### config.mk
export PLATFORM = sky130hd
export DESIGN_NAME = div_share_arbiter
export DESIGN_NICKNAME = d
export VERILOG_FILES = /design/src/rtl/div_share_arbiter.sv
export SDC_FILE = /design/constraint.sdc
export NUM_CORES = 1
export LEC_CHECK = 0
export ABC_AREA = 1
export BUFFER_PORTS_ARGS = -buffer_cell sky130_fd_sc_hd__buf_2
export CORE_ASPECT_RATIO = 0.6
export CORE_MARGIN = 2
export CORE_UTILIZATION = 40
export DETAILED_ROUTE_END_ITERATION = 12
export PLACE_DENSITY = 0.7
export SKIP_LAST_GASP = 1
export SYNTH_ARGS = -nofsm -noshare
export SYNTH_HDL_FRONTEND = slang
export SYNTH_SLANG_ARGS = --single-unit
### constraint.sdc
create_clock -name clk -period 4.7 [get_ports clk]
set_input_delay 0.705 -clock clk [delete_from_list [all_inputs] [get_ports clk]]
set_output_delay 0.705 -clock clk [all_outputs]
set_load 0.02 [all_outputs]
### src/rtl/div_share_arbiter.sv
// Round-robin arbiter that shares one multi-cycle divider among NUM_REQ requesters.
// It issues start, masks stale finish levels, bounds the wait, and returns the result with a done pulse.
module div_share_arbiter #(
   parameter int NUM_REQ  = 4,
   parameter int DATA_W   = 16,
   parameter int MIN_WAIT = 2,
   parameter int TIMEOUT  = 63
) (
   input  logic                        clk,
   input  logic                        reset_n,
   input  logic [NUM_REQ-1:0]          req,
   input  logic [NUM_REQ*DATA_W-1:0]   req_a,
   input  logic [NUM_REQ*DATA_W-1:0]   req_b,
   output logic [NUM_REQ-1:0]          grant,
   output logic [NUM_REQ-1:0]          done,
   output logic [DATA_W-1:0]           result,
   output logic                        ovf,
   output logic                        timeout_err,
   output logic                        busy,
   output logic [DATA_W-1:0]           div_a,
   output logic [DATA_W-1:0]           div_b,
   output logic                        div_start,
   input  logic [DATA_W-1:0]           div_result,
   input  logic                        div_overflow,
   input  logic                        div_finish
);

   localparam int SEL_W = (NUM_REQ > 1) ? $clog2(NUM_REQ) : 1;
   localparam int CNT_W = $clog2(TIMEOUT + 1);

   typedef enum logic [1:0] {IDLE, ISSUE, WAIT, RESP} state_t;

   state_t             state;
   logic [SEL_W-1:0]   rr_ptr;
   logic [SEL_W-1:0]   sel;
   logic [CNT_W-1:0]   cnt;
   logic [SEL_W-1:0]   pick;
   logic               any_req;

   function automatic logic [SEL_W-1:0] wrap_idx(input logic [SEL_W-1:0] base, input int off);
      int s;
      s = int'(base) + off;
      if (s >= NUM_REQ) s = s - NUM_REQ;
      return SEL_W'(s);
   endfunction

   // First requester at or above rr_ptr, wrapping; earlier offsets take priority.
   always_comb begin
      // NOTE: every combinational output gets a default first so no path leaves it unassigned (no latch).
      pick    = rr_ptr;
      any_req = 1'b0;
      for (int k = 0; k < NUM_REQ; k++) begin
         if (!any_req && req[wrap_idx(rr_ptr, k)]) begin
            pick    = wrap_idx(rr_ptr, k);
            any_req = 1'b1;
         end
      end
   end

   always_ff @(posedge clk or negedge reset_n) begin
      if (!reset_n) begin
         state       <= IDLE;
         rr_ptr      <= '0;
         sel         <= '0;
         cnt         <= '0;
         grant       <= '0;
         done        <= '0;
         result      <= '0;
         ovf         <= 1'b0;
         timeout_err <= 1'b0;
         busy        <= 1'b0;
         div_a       <= '0;
         div_b       <= '0;
         div_start   <= 1'b0;
      end else begin
         // NOTE: state uses non-blocking assignments so every register samples pre-edge values.
         grant     <= '0;
         done      <= '0;
         div_start <= 1'b0;
         case (state)
            IDLE: begin
               if (any_req) begin
                  grant <= NUM_REQ'(1) << pick;
                  sel   <= pick;
                  div_a <= req_a[pick*DATA_W +: DATA_W];
                  div_b <= req_b[pick*DATA_W +: DATA_W];
                  busy  <= 1'b1;
                  state <= ISSUE;
               end
            end
            ISSUE: begin
               div_start <= 1'b1;
               cnt       <= '0;
               state     <= WAIT;
            end
            WAIT: begin
               // The first MIN_WAIT cycles may still see the previous operation's finish level.
               if (cnt >= CNT_W'(MIN_WAIT) && div_finish) begin
                  result <= div_result;
                  ovf    <= div_overflow;
                  state  <= RESP;
               end else if (cnt == CNT_W'(TIMEOUT)) begin
                  timeout_err <= 1'b1;
                  result      <= '0;
                  ovf         <= 1'b1;
                  state       <= RESP;
               end else begin
                  cnt <= cnt + 1'b1;
               end
            end
            RESP: begin
               done   <= NUM_REQ'(1) << sel;
               rr_ptr <= (sel == SEL_W'(NUM_REQ - 1)) ? '0 : sel + 1'b1;
               busy   <= 1'b0;
               state  <= IDLE;
            end
            default: state <= IDLE;
         endcase
      end
   end

endmodule

==> results.json, run 1 <==
{
  "gp_congestion": 0.8447,
  "grt_pass1_wl_microns": 22580,
  "routed_wl_microns": 14410,
  "cts_buffer_depth": 2,
  "clock_power_share_pct": 12.6,
  "holdPathStages": 2,
  "post_cts_resized": 0,
  "yosys-top-cells-area": "dfrtp_1 38%, nand2_1 26%, nand3_1 15%",
  "drc": 0,
  "cts_made_buffers": 9,
  "period_minus_slack_ns": 3.092,
  "worstRegToRegCells": 13,
  "outcome": "complete, no violations",
  "htreeDepth": 3,
  "dp_hpwl_microns": 9854,
  "placed_cell_area_sq_um": 5736,
  "worst_setup_path_start_kind": "register",
  "final_nets": 1030,
  "cts_root_buf": "clkbuf_16",
  "final_layout_size_suffix_gt1_share_pct": 27.95,
  "drt_iter0_drc": 295,
  "yosys-top-cells-count": "323 x nand2_1, 145 x nand3_1, 72 x dfrtp_1",
  "setup_viol": 0,
  "ctsHoldBuffers": 0,
  "synth_simple_gate_area_share_pct": 45.43,
  "rsz0062_at_grt": "false",
  "stdcell_area_sq_um": 6008,
  "clk_pin_slew_worst_paths_ns": 0.06,
  "crit_type": "reg -> reg",
  "antenna_cells": 0,
  "p_comb_share_pct": 66.1,
  "synth_area_sq_um": 4712,
  "synth_top_family_by_area": "simple AND/OR/NAND/NOR gates",
  "die-area_sq_um": 12690,
  "hp-class": "reg -> reg",
  "grt_max_degree": 73,
  "critPathRequiredTime_ns": 4.92,
  "fin_skew_ns": 0.005625,
  "power.density_nw_per_um2": 820.0,
  "synth.area.mux_share_pct": 0,
  "dr_total_vias": 5160,
  "synth_adder_area_share_pct": 2.655,
  "track_usage_pct": 22.80,
  "synth.distinct_cells": 29,
  "place.port_buffers": 211,
  "grt_pass1_vias": 4499,
  "drv_cap": 0,
  "ys_ff_latch": 72,
  "relSlewSlack_pct": 30.97,
  "die_x_microns": 144.1,
  "synth-xor-area-share_pct": 0.5576,
  "fp.dieH_microns": 88.07,
  "yosysMostFrequentCell": "nand2_1",
  "min_from": "div_a[10]",
  "cp.arrival_ns": 3.31,
  "switchingPower_mw": 2.701,
  "hold_viol_final": 0,
  "crit_fanout": 63,
  "syn_nets": 850,
  "cts_setup_buffers": 0,
  "synthDominantCellAreaShare_pct": 38.24,
  "viasPerCell": 4.995,
  "worstReg2RegEnd": "div_b[2]",
  "final.fill_count": 1159,
  "synth-edff-count": 0,
  "timing.fmax_mhz": 323.4,
  "postRouteAntennaNets": 0,
  "ys.flop_type": "dfrtp_1",
  "cts_tree": "yes",
  "core_area_sq_um": 11370,
  "internal_power_mw": 2.226,
  "ys.warnings.count": 0,
  "async_reset_ff_share_pct": 100.0,
  "synth_seq_area_share_pct": 38.24,
  "slew_violations": 0,
  "rows": 30,
  "cts.sinks": 72,
  "worstMarginPinSlew_ns": 1.032,
  "rrSetupSlack_ns": 1.61,
  "syn_to_final_growth_pct": 27.51,
  "firstDrtPassIters": 5,
  "p_leak_nw": 3.607,
  "avgRoutedWirePerCell_microns": 13.95,
  "synth_cells": 688,
  "hold_ws_ns": 0.4705,
  "finalSetupTns_ns": 0,
  "antenna_found_initial": 2,
  "initial_core_util_pct": 41.43,
  "switching_share_pct": 54.82,
  "irDropWorstVdd_mv": 0.5362,
  "grt_overflow": 0,
  "final.period_utilization_pct": 65.78,
  "end_kind": "register",
  "reg2reg_from": "rr_ptr[0]",
  "num_io_pins": 212,
  "syn_avg_cell_area_sq_um": 6.849,
  "seqPwrFrac_pct": 21.3,
  "synth_compound_area_share_pct": 5.443,
  "holdPathEnd": "div_a[10]",
  "yosys.area.top_type": "dfrtp_1",
  "clock_latency_ns": 0.33,
  "p_total_mw": 4.927
}
-- flip-flops by register name, indices dropped and copies added, names as in the netlist --
| register | count |
|---|---|
| div_a | 16 |
| state | 2 |
| result | 16 |
| rr_ptr | 2 |
| cnt | 6 |
| done | 4 |
| ovf | 1 |
| div_b | 16 |
| div_start | 1 |
| grant | 4 |
| sel | 2 |
| timeout_err | 1 |
| busy | 1 |
-- routing by layer --
layer  part of all wire (%)  GRT usage [%]
met5                  0.049              0
met4                   0.89          4.545
met3                    8.5          6.998
met2                     44          35.58
met1                     47          31.60
-- kinds of logic after synthesis --
kind of cell / after synthesis
adder cells (fa/ha/maj): 10
buffers and inverters: 70
flip-flops: 72
AND/OR/NAND/NOR: 499
XOR/XNOR: 3
AO/OA/AOI/OAI: 34
-- cells in the final DEF (no fill, tap or decap) --
cell type / n
dfrtp_1: 72
nand2_4: 2
nand4_1: 2
nor2_4: 1
xor2_1: 1
buf_4: 2
clkbuf_1: 1
nand3b_1: 2
inv_6: 1
a22o_1: 16
inv_1: 23
inv_2: 3
ha_1: 10
clkinv_2: 1
buf_2: 210
xnor2_1: 2
nand3_1: 145
clkinvlp_4: 4
o21ai_4: 1
nand2_2: 5
nand2_1: 323
nor2_1: 13
clkinv_1: 1
a21oi_1: 1
clkbuf_16: 9
a31o_2: 1
nand4_4: 3
o31ai_1: 3
o21ai_2: 1
o21ai_0: 11
nor3_1: 3
-- final cells by class --
cell class	instances	area (sq um)	share of cell area, %
Clock buffer	10	229.0	3.811
Multi-Input combinational cell	546	2566	42.71
Tap cell	160	200.2	3.332
Inverter	27	101.3	1.687
Timing Repair Buffer	212	1066	17.74
Sequential cell	72	1802	29.99
Clock inverter	6	43.79	0.7289
-- power by group through the flow --
stage / registers, mW / logic [mW] / clock network [mW]
after detailed placement: 1.05 / 3.27 / 0
after CTS: 1.05 / 3.27 / 0.634
final: 1.05 / 3.25 / 0.621
after global placement: 1.05 / 3.25 / 0
after floorplan: 1.28 / 2.36 / 0
after global routing: 1.08 / 3.71 / 0.660
-- metrics by stage --
| stage | util, % | instances | worst slack [ns] |
|---|---|---|---|
| floorplan | - | 688 | 2.753 |
| global placement | 50.43 | 1017 | 1.669 |
| detailed placement | 50.43 | 1017 | 1.611 |
| CTS | 52.83 | 1033 | 1.594 |
| global route | 52.83 | 1033 | 1.235 |
| finish | 52.83 | 1033 | 1.608 |
-- how the worst max path moves through the flow --
stage	from	end	slack [ns]
global route	rr_ptr[0]	div_a[15]	1.23
CTS	rr_ptr[0]	div_a[15]	1.59
finish	rr_ptr[0]	div_b[2]	1.61
detailed placement	rr_ptr[0]	div_a[15]	1.61
floorplan	req[1]	div_a[0]	2.75
global placement	rr_ptr[0]	div_a[15]	1.67
-- critical path, stage by stage (launching register included) --
cell     delay [ns]
dfrtp_1        0.63
inv_2          0.23
nand2_1        0.11
nand2_1        0.11
nand2_1        0.10
nand2_2        0.11
nor2_4         0.16
nand4_4        0.70
nand3_1        0.43
nand2_1        0.08
nand2_1        0.06
nand2_1        0.07
nand2_1        0.05
nand2_1        0.05
Note: power is estimated with default switching activity, not from simulation.
==> run 2, diff against run 1 <==
clock period = 3.2 ns   (was 4.7 ns; I/O delays follow)
==> run 2 against run 1 <==
Worst setup slack worse by 0.94 ns. Critical path depth did not move. Sequential share of layout area decreased by 0.59 points. Via count grew 1.1%. Sequential cell count unchanged. Non-clock buffer count increased by 8. Combinational power is 51% higher. Clock skew decreased by 0.00083 ns. Utilization increased by 1.1 points. Register-to-register slack worse by 0.94 ns. Power up 51%. Clock power up 66%.
==> results.json, run 2 (synthesized netlist as in run 1, its figures left out) <==
{
  "outcome": "complete, no violations",
  "postRouteAntennaNets": 0,
  "viasPerCell": 5.000,
  "firstDrtPassIters": 5,
  "highest_layer": "met4",
  "worstMarginPinSlew_ns": 0.9297,
  "layout_common_cells": "323 x nand2_1, 210 x buf_2, 145 x nand3_1",
  "final_layout_size_suffix_gt1_share_pct": 28.72,
  "power.density_nw_per_um2": 1216,
  "cts_tree": "yes",
  "avgRoutedWirePerCell_microns": 14.21,
  "gp_congestion": 0.8619,
  "grt_max_degree": 73,
  "dp.cells": 1025,
  "final_nets": 1038,
  "cts_root_buf": "clkbuf_16",
  "grt_pass1_wl_microns": 22780,
  "post_cts_resized": 0,
  "drt_iter0_drc": 304,
  "p_leak_nw": 3.684,
  "dp_slack_ns": 0.6820,
  "multi_input_area_sq_um": 2566,
  "dp_hpwl_microns": 10360,
  "ctsHoldBuffers": 0,
  "hold_viol_final": 0,
  "place.port_buffers": 211,
  "reg_top3": "div_a: 16 flops, div_b: 16 flops, result: 16 flops",
  "irDropWorstVdd_mv": 0.6616,
  "fp.dieH_microns": 88.07,
  "worst_setup_path_start_kind": "register",
  "rsz0062_at_grt": "false",
  "cp.arrival_ns": 2.80,
  "rows": 30,
  "clk_pin_slew_worst_paths_ns": 0.06,
  "fin_cells": 1043,
  "die-area_sq_um": 12690,
  "critPathRequiredTime_ns": 3.47,
  "drv_cap": 0,
  "dr_total_vias": 5215,
  "cts_made_buffers": 9,
  "routed-wl-met3_microns": 1419,
  "initial_core_util_pct": 41.43,
  "setup_viol": 0,
  "ff_latch_area_sq_um": 1802,
  "cts.sinks": 72,
  "num_io_pins": 212,
  "met1Wirelength_microns": 6867,
  "slew_violations": 0,
  "core_area_sq_um": 11370,
  "die_x_microns": 144.1,
  "finalSetupTns_ns": 0,
  "p_total_mw": 7.457,
  "final.fill_count": 1192,
  "worst_slack_ns": 0.6702,
  "track_usage_pct": 23.17,
  "grt_overflow": 0,
  "final_common_cell": "nand2_1",
  "cts_buffer_depth": 2,
  "end_kind": "register",
  "relSlewSlack_pct": 38.02,
  "syn_to_final_growth_pct": 30.09,
  "routed_wl_microns": 14820,
  "crit_fanout": 63,
  "drc": 0,
  "htreeDepth": 3,
  "crit_type": "reg -> reg",
  "clock_latency_ns": 0.33,
  "timing.fmax_mhz": 395.3,
  "hp-class": "in -> async",
  "grt_pass1_vias": 4422,
  "hold_ws_ns": 0.2830,
  "fin_skew_ns": 0.004796,
  "cts_setup_buffers": 0,
  "antenna_found_initial": 1,
  "met2_length_microns": 6391,
  "period_minus_slack_ns": 2.530,
  "final.period_utilization_pct": 79.06
}
run 2: cell count changes in the layout (fill, tap and decap cells not counted):
cell / previous run / this run
bufinv_16: 0 / 1
clkbuf_1: 1 / 0
buf_12: 0 / 2
clkinvlp_4: 4 / 0
buf_4: 2 / 8
diode_2: 0 / 2
clkinv_4: 0 / 2
inv_6: 1 / 3
run 2: layout make-up:
type,count,area share [%]
Antenna cell,2,0.08165
Clock buffer,9,3.674
Clock inverter,7,1.286
Inverter,27,1.653
Multi-Input combinational cell,546,41.87
Sequential cell,72,29.39
Tap cell,160,3.266
Timing Repair Buffer,220,18.78
run 2: worst max-delay path, stage by stage, from the launching register on:
cell	delay, ns
dfrtp_1	0.41
inv_2	0.21
nand2_1	0.09
nand2_1	0.14
nand2_1	0.09
nand2_2	0.20
nand4_4	0.19
nand2_4	0.54
nand3_1	0.17
nand2_1	0.12
nand2_1	0.05
nand2_1	0.08
nand2_1	0.05
nand2_1	0.07
run 2: layer usage:
metal / vias to the layer above / track usage (%)
met4: 0 / 4.635
met5: - / 0
met2: 216 / 35.28
li1: 2620 / -
met3: 14 / 6.889
met1: 2365 / 32.94
run 2: final timing paths:
check                           slack (ns)          to  depth (start not counted)            from
worst min-delay path                  0.28     done[0]                          1         reset_n
max in group asynchronous             2.31    div_a[6]                          1         reset_n
worst min register to register        0.47   div_a[10]                          2       div_a[10]
worst max-delay path                  0.67    div_a[5]                         13       rr_ptr[0]
min in group clk                      0.38  result[10]                          2  div_result[10]
worst max register to register        0.67    div_a[5]                         13       rr_ptr[0]
run 2: power by group:
part           total [mW]  leakage (nW)  internal, mW  switching, mW
Combinational        4.90          2.61          1.53           3.37
Sequential           1.53         0.923          1.30          0.233
Clock                1.03         0.151         0.613          0.412
run 2: metrics by stage:
stage,area (sq um),utilization [%]
finish,6130,53.89
global route,6125,53.85
CTS,6125,53.85
detailed placement,5821,51.18
global placement,5821,51.18
floorplan,4712,-
